File: src/rtl/sad_pkg.sv
// Shared sizing and FSM encoding for the block SAD controller and its datapath stage.
package sad_pkg;

  localparam int PIXEL_W   = 8;
  localparam int BLOCK_LEN = 16;
  localparam int ADDR_W    = $clog2(BLOCK_LEN);
  localparam int SUM_W     = PIXEL_W + ADDR_W;

  typedef enum logic [1:0] {
    S_IDLE  = 2'd0,
    S_FETCH = 2'd1,
    S_DRAIN = 2'd2,
    S_DONE  = 2'd3
  } sad_state_t;

endpackage

File: src/rtl/sad_absdiff_stage.sv
// Registered |a-b| of one pixel pair; data only loads on a valid pair so idle-bus
// values on the pixel inputs never reach the accumulator.
module sad_absdiff_stage #(
  parameter int PIXEL_W = sad_pkg::PIXEL_W
) (
  input  logic               clk,
  input  logic               rst_n,
  input  logic               i_flush,
  input  logic               i_valid,
  input  logic [PIXEL_W-1:0] i_pix_a,
  input  logic [PIXEL_W-1:0] i_pix_b,
  output logic               o_valid,
  output logic [PIXEL_W-1:0] o_diff
);
  import sad_pkg::*;

  logic signed [PIXEL_W:0] w_delta;
  logic        [PIXEL_W:0] w_mag;
  logic                    r_valid;
  logic        [PIXEL_W-1:0] r_diff;

  // Signed difference with one guard bit, then magnitude; |a-b| always fits PIXEL_W bits.
  always_comb begin
    w_delta = $signed({1'b0, i_pix_a}) - $signed({1'b0, i_pix_b});
    if (w_delta[PIXEL_W]) begin
      w_mag = -w_delta;
    end else begin
      w_mag = w_delta;
    end
  end

  // Diff register and its valid flag; flush drops an in-flight pair on abort.
  always_ff @(posedge clk) begin
    if (!rst_n) begin
      r_valid <= 1'b0;
      r_diff  <= '0;
    end else if (i_flush) begin
      r_valid <= 1'b0;
    end else begin
      r_valid <= i_valid;
      if (i_valid) begin
        r_diff <= w_mag[PIXEL_W-1:0];
      end
    end
  end

  assign o_valid = r_valid;
  assign o_diff  = r_diff;

endmodule

File: src/rtl/sad_block_ctrl.sv
// Block SAD sequencer: drives the shared pixel-RAM read port, accumulates |a-b|
// over one block and publishes the total with a start/done handshake.
module sad_block_ctrl #(
  parameter int PIXEL_W   = sad_pkg::PIXEL_W,
  parameter int BLOCK_LEN = sad_pkg::BLOCK_LEN,
  parameter int ADDR_W    = sad_pkg::ADDR_W,
  parameter int SUM_W     = sad_pkg::SUM_W
) (
  input  logic               clk,
  input  logic               rst_n,
  input  logic               i_start,
  input  logic               i_abort,
  output logic               o_rd_en,
  output logic [ADDR_W-1:0]  o_addr,
  input  logic [PIXEL_W-1:0] i_pix_a,
  input  logic [PIXEL_W-1:0] i_pix_b,
  output logic               o_busy,
  output logic               o_done,
  output logic [SUM_W-1:0]   o_sad
);
  import sad_pkg::*;

  localparam logic [ADDR_W-1:0] LAST_ADDR = ADDR_W'(BLOCK_LEN - 1);

  sad_state_t         r_state;
  sad_state_t         w_next_state;
  logic [ADDR_W-1:0]  r_addr;
  logic               r_drain_cnt;
  logic               r_rd_en;
  logic               r_busy;
  logic               r_done;
  logic               r_pix_vld;
  logic [SUM_W-1:0]   r_acc;
  logic [SUM_W-1:0]   r_sad;
  logic [SUM_W-1:0]   w_acc_next;
  logic               w_run;
  logic               w_flush;
  logic               w_enter_fetch;
  logic               w_finish;
  logic               w_diff_vld;
  logic [PIXEL_W-1:0] w_diff;

  assign w_run         = (r_state == S_FETCH) || (r_state == S_DRAIN);
  assign w_flush       = w_run && i_abort;
  assign w_enter_fetch = (w_next_state == S_FETCH) && (r_state != S_FETCH);
  assign w_finish      = (r_state == S_DRAIN) && (w_next_state == S_DONE);

  // Next-state logic; abort beats start, and a start in DONE chains straight into FETCH.
  always_comb begin
    w_next_state = r_state;
    case (r_state)
      S_IDLE: begin
        if (i_abort) begin
          w_next_state = S_IDLE;
        end else if (i_start) begin
          w_next_state = S_FETCH;
        end else begin
          w_next_state = S_IDLE;
        end
      end
      S_FETCH: begin
        if (i_abort) begin
          w_next_state = S_IDLE;
        end else if (r_addr == LAST_ADDR) begin
          w_next_state = S_DRAIN;
        end else begin
          w_next_state = S_FETCH;
        end
      end
      S_DRAIN: begin
        if (i_abort) begin
          w_next_state = S_IDLE;
        end else if (r_drain_cnt) begin
          w_next_state = S_DONE;
        end else begin
          w_next_state = S_DRAIN;
        end
      end
      S_DONE: begin
        if (i_abort) begin
          w_next_state = S_IDLE;
        end else if (i_start) begin
          w_next_state = S_FETCH;
        end else begin
          w_next_state = S_IDLE;
        end
      end
      default: begin
        w_next_state = S_IDLE;
      end
    endcase
  end

  // State register plus the strobes decoded one cycle early so they leave a flop.
  always_ff @(posedge clk) begin
    if (!rst_n) begin
      r_state <= S_IDLE;
      r_rd_en <= 1'b0;
      r_busy  <= 1'b0;
      r_done  <= 1'b0;
    end else begin
      r_state <= w_next_state;
      r_rd_en <= (w_next_state == S_FETCH);
      r_busy  <= (w_next_state == S_FETCH) || (w_next_state == S_DRAIN);
      r_done  <= (w_next_state == S_DONE);
    end
  end

  // Address counter; it stops on the last address and holds outside FETCH.
  always_ff @(posedge clk) begin
    if (!rst_n) begin
      r_addr <= '0;
    end else if (w_enter_fetch) begin
      r_addr <= '0;
    end else if ((r_state == S_FETCH) && (w_next_state == S_FETCH)) begin
      r_addr <= r_addr + ADDR_W'(1);
    end else begin
      r_addr <= r_addr;
    end
  end

  // Two DRAIN cycles let the last pair pass the diff and accumulate stages.
  always_ff @(posedge clk) begin
    if (!rst_n) begin
      r_drain_cnt <= 1'b0;
    end else if (r_state == S_DRAIN) begin
      r_drain_cnt <= 1'b1;
    end else begin
      r_drain_cnt <= 1'b0;
    end
  end

  // Pixel-valid flag: RAM data lands one cycle after the read strobe.
  always_ff @(posedge clk) begin
    if (!rst_n) begin
      r_pix_vld <= 1'b0;
    end else if (w_flush) begin
      r_pix_vld <= 1'b0;
    end else begin
      r_pix_vld <= r_rd_en;
    end
  end

  sad_absdiff_stage #(
    .PIXEL_W (PIXEL_W)
  ) u_absdiff (
    .clk     (clk),
    .rst_n   (rst_n),
    .i_flush (w_flush),
    .i_valid (r_pix_vld),
    .i_pix_a (i_pix_a),
    .i_pix_b (i_pix_b),
    .o_valid (w_diff_vld),
    .o_diff  (w_diff)
  );

  // Running sum including the diff landing this cycle; SUM_W holds the worst case.
  always_comb begin
    if (w_diff_vld) begin
      w_acc_next = r_acc + SUM_W'(w_diff);
    end else begin
      w_acc_next = r_acc;
    end
  end

  // Accumulator clears on every entry to FETCH so each block starts from zero.
  always_ff @(posedge clk) begin
    if (!rst_n) begin
      r_acc <= '0;
    end else if (w_enter_fetch) begin
      r_acc <= '0;
    end else begin
      r_acc <= w_acc_next;
    end
  end

  // Result register captures the final sum so it is valid alongside done.
  always_ff @(posedge clk) begin
    if (!rst_n) begin
      r_sad <= '0;
    end else if (w_finish) begin
      r_sad <= w_acc_next;
    end else begin
      r_sad <= r_sad;
    end
  end

  assign o_rd_en = r_rd_en;
  assign o_addr  = r_addr;
  assign o_busy  = r_busy;
  assign o_done  = r_done;
  assign o_sad   = r_sad;

endmodule

File: config.mk
export PLATFORM = sky130hd
export DESIGN_NAME = sad_block_ctrl
export DESIGN_NICKNAME = d
export VERILOG_FILES = /design/src/rtl/sad_pkg.sv /design/src/rtl/sad_absdiff_stage.sv /design/src/rtl/sad_block_ctrl.sv
export SDC_FILE = /design/constraint.sdc
export NUM_CORES = 1
export LEC_CHECK = 0
export CAP_MARGIN = 20
export CORE_MARGIN = 1.5
export CORE_UTILIZATION = 57
export DETAILED_ROUTE_END_ITERATION = 8
export MAX_ROUTING_LAYER = met4
export PLACE_DENSITY = 0.89
export SYNTH_ARGS = -nofsm -noshare
export SYNTH_HDL_FRONTEND = slang
export SYNTH_SLANG_ARGS = --single-unit
export TNS_END_PERCENT = 20
File: constraint.sdc
create_clock -name clk -period 3.86 [get_ports clk]
set_input_delay 0.579 -clock clk [delete_from_list [all_inputs] [get_ports clk]]
set_output_delay 0.579 -clock clk [all_outputs]
set_load 0.03 [all_outputs]
==> flow_metrics.py <==
metrics = {
    "layout": {
        "diodes": 0,
        "drive_gt1_share_pct": 3.56,
        "nets": 352,
        "multiInputGateArea_um2": 1370,
        "n_fill_cell": 313,
        "area.growth.synth_to_final_pct": 21.5,
        "seqCellArea_um2": 881,
    },
    "clocking": {
        "clockBufferDepth": 2,
        "clkTransAtPathRegs_ns": 0.08,
        "cts_buffers": 5,
        "cts-hold-fix-buffers": 0,
        "clkSinkCount": 44,
        "clk_latency_ns": 0.30,
        "postCtsSetupBuffers": 0,
        "post_cts_resized": 0,
        "htree_levels": 2,
        "cts_tree": "built",
        "cts_root_buf": "clkbuf_8",
    },
    "critical_path": {
        "cp_max_fo": 9,
        "crit_chain": "clkdlybuf4s50_1, ha_1, inv_1, fa_1, a21o_1, nand4_1, nand3_2, a31o_1, or3_2, nand3_1, a21oi_1",
        "crit_family": "simple AND/OR/NAND/NOR gates",
        "required_ns": 4.05,
        "slowest_delay_ns": 0.47,
        "cpMaxStageDelayCell": "or3_2",
        "worstReg2RegEnd": "o_sad[4]$_SDFFE_PN0P_",
        "end_kind": "register",
        "cp.depth": 11,
        "reg2reg_setup_slack_ns": 1.51,
        "crit_path_start_kind": "input port",
        "rr_worst_depth": 8,
        "crit_buf_inv": 2,
        "arrival_ns": 2.97,
        "crit-reg2reg-launch": "r_state[1]$_SDFF_PN0_",
        "worstSetupPathType": "in -> reg",
    },
    "drt": {
        "via_per_inst": 5.67,
        "drc": 0,
        "wire_per_inst_um": 13.1,
        "dr.pass1.iters": 4,
        "ant_nets": 0,
        "drt_iter0_markers": 88,
        "routed_wl_um": 4710,
        "num_vias": 2037,
    },
    "pwr": {
        "leakagePower_nw": 1.15,
        "p_per_area_nw_per_um2": 338,
        "peakVddDrop_v": 0.000162,
    },
    "placement": {
        "io_buffers": 38,
        "gp_congestion": 0.853,
        "post-place-ws_ns": 0.759,
        "dp_hpwl_um": 3550,
    },
    "die": {
        "num_rows": 23,
        "initial_core_util_pct": 59.2,
        "core_um2": 4000,
        "die_area_um2": 4550,
        "die_h_um": 67.4,
        "die_x_um": 67.4,
        "boundaryPins": 39,
    },
    "yosys": {
        "synth_seq_cells": 44,
        "synth_cell_types": 39,
        "synth_edf_count": 0,
        "synth_adder_area_share_pct": 13.3,
        "synthCells": 272,
        "synthMuxAreaShare_pct": 2.11,
        "synth_area_per_cell_um2": 8.70,
        "netlist_area_um2": 2370,
        "synth-compound-area-share_pct": 18.9,
        "synth_nets": 316,
        "synthXorXnorAreaFrac_pct": 6.92,
        "synth_ff_type": "dfxtp_1",
        "async_flop_share_pct": 0,
        "synthSimpleGateAreaFrac_pct": 16.6,
        "synth_warnings": 0,
        "synth_top_family_by_area": "compound AO/OA/AOI/OAI gates",
        "ys_seq_area_share_pct": 37.2,
    },
    "grt": {
        "grt_max_degree": 21,
        "antenna_found_initial": 0,
        "grt_usage_pct": 23.4,
        "grt_pass1_wl_um": 7830,
        "grt-ovfl-total": 0,
        "first_global_vias": 1927,
    },
    "min_path": {
        "hold_start": "o_sad[7]$_SDFFE_PN0P_",
        "worstHoldPathType": "reg -> reg",
        "worstHoldPathCells": 2,
        "holdPathEnd": "o_sad[7]$_SDFFE_PN0P_",
    },
    "timing": {
        "min_period_over_period_pct": 72.2,
        "setup_viol": 0,
        "setup-tns-final_ns": 0,
        "maxSlewHeadroom_pct": 51.1,
        "clock_skew_ns": 0.00625,
        "worst_slack_ns": 1.07,
        "rsz0062_at_grt": "no",
        "tightest_slew_ns": 0.725,
        "slew_violations": 0,
        "hold_viol": 0,
        "period_needed_ns": 2.79,
        "fmax_mhz": 359,
    },
    "job": {
        "max_cap_violations": 0,
    },
    "status": {
        "status": "complete, no violations",
    },
}
final cells by class:
| class | instances | share of cell area, % |
|---|---|---|
| tap | 50 | 2.17 |
| inverter | 18 | 2.35 |
| sequential | 44 | 30.6 |
| clock inverter | 2 | 1.22 |
| multi-input combinational | 200 | 47.6 |
| clock buffer | 6 | 2.52 |
| timing repair buffer | 39 | 13.5 |
worst max-delay path by stage:
stage / slack [ns] / from / endpoint
floorplan: 1.26 / i_pix_a[0] / u_absdiff.o_diff[2]$_SDFFE_PN0P_
global placement: 0.82 / i_pix_b[0] / u_absdiff.o_diff[2]$_SDFFE_PN0P_
detailed placement: 0.76 / i_pix_b[0] / u_absdiff.o_diff[2]$_SDFFE_PN0P_
CTS: 1.08 / i_pix_b[0] / u_absdiff.o_diff[2]$_SDFFE_PN0P_
global route: 0.90 / i_pix_b[0] / u_absdiff.o_diff[4]$_SDFFE_PN0P_
finish: 1.07 / i_pix_b[0] / u_absdiff.o_diff[2]$_SDFFE_PN0P_
per-layer routing:
layer / wire length, um / share of wire (%) / global-route usage [%]
met3: 148 / 3.1 / 4.33
met2: 2420 / 51 / 40.5
met4: 84 / 1.8 / 12.8
met1: 2050 / 44 / 25.4
met5: 0 / 0 / -
cell families after synthesis:
family | Yosys count
simple gates | 81
compound gates | 73
flops | 44
buf+inv | 28
fa+ha+maj | 24
xor+xnor | 17
mux | 5
placed cells by master (no fill, tap or decap), types with 2 or more instances in the layout:
cell type and count:
nor3b_1 3, a31oi_1 4, xor2_1 4, and2_1 6, dfxtp_1 44, nand3_1 7
a21o_1 7, o21a_1 3, nand2b_1 5, o21ai_0 14, clkbuf_8 5, o21bai_1 2
and3_1 2, nand2_1 9, inv_1 17, fa_1 2, a21oi_1 27, ha_1 22
clkdlybuf4s50_1 38, nor3_1 4, o31ai_1 2, a211oi_1 9, xnor2_1 12, or3_1 3
mux2i_1 5, nand4_1 2, nor2_1 36
per-stage QoR:
stage,cells,hold slack (ns),power [mW],cell area (um2),utilization (%)
after global placement,351,0.461,0.631,2770,69.2
after global routing,359,0.494,1.01,2880,71.9
after floorplan,272,0.444,0.591,2370,-
final,359,0.471,0.973,2880,71.9
after CTS,359,0.473,0.978,2880,71.9
after detailed placement,351,0.462,0.638,2770,69.2
state kept, by name (all words and copies together), names as in the netlist:
register and flops:
r_state 2, o_sad 12, u_absdiff.o_valid 1, o_addr 4
o_busy 1, r_drain_cnt 1, o_rd_en 1, r_pix_vld 1
o_done 1, r_acc 12, u_absdiff.o_diff 8
tightest hold or removal path, cell delays in order, from the launching register on:
cell and delay (ns):
dfxtp_1 0.32, nand3_1 0.06, o31ai_1 0.05
where the power goes:
group / internal [mW] / leakage (nW) / switching [mW]
clock: 0.192 / 0.0552 / 0.153
combinational: 0.0773 / 0.736 / 0.0850
sequential: 0.460 / 0.356 / 0.00527
synth_stat cells, types with 2 or more instances:
| cell type | n | area share (%) |
|---|---|---|
| clkbuf_1 | 8 | 1.3 |
| mux2i_1 | 5 | 2.1 |
| nand4_1 | 2 | 0.53 |
| o21ai_0 | 14 | 3.0 |
| xnor2_1 | 12 | 4.4 |
| o21bai_1 | 2 | 0.63 |
| and2_1 | 6 | 1.6 |
| dfxtp_1 | 44 | 37 |
| o21a_1 | 3 | 0.95 |
| nand2_1 | 9 | 1.4 |
| and3_1 | 2 | 0.53 |
| nor3_1 | 4 | 0.85 |
| xor2_1 | 4 | 1.5 |
| a31oi_1 | 4 | 1.1 |
| nand3_1 | 7 | 1.5 |
| nand2b_1 | 5 | 1.3 |
| fa_1 | 2 | 1.7 |
| a211oi_1 | 9 | 2.9 |
| a21oi_1 | 27 | 5.7 |
| a21o_1 | 7 | 2.2 |
| or3_1 | 3 | 0.79 |
| nor2_1 | 36 | 5.7 |
| o31ai_1 | 2 | 0.63 |
| ha_1 | 22 | 12 |
| nor3b_1 | 3 | 0.95 |
| inv_1 | 17 | 2.7 |
No activity file was read; power rests on OpenSTA's default activity.
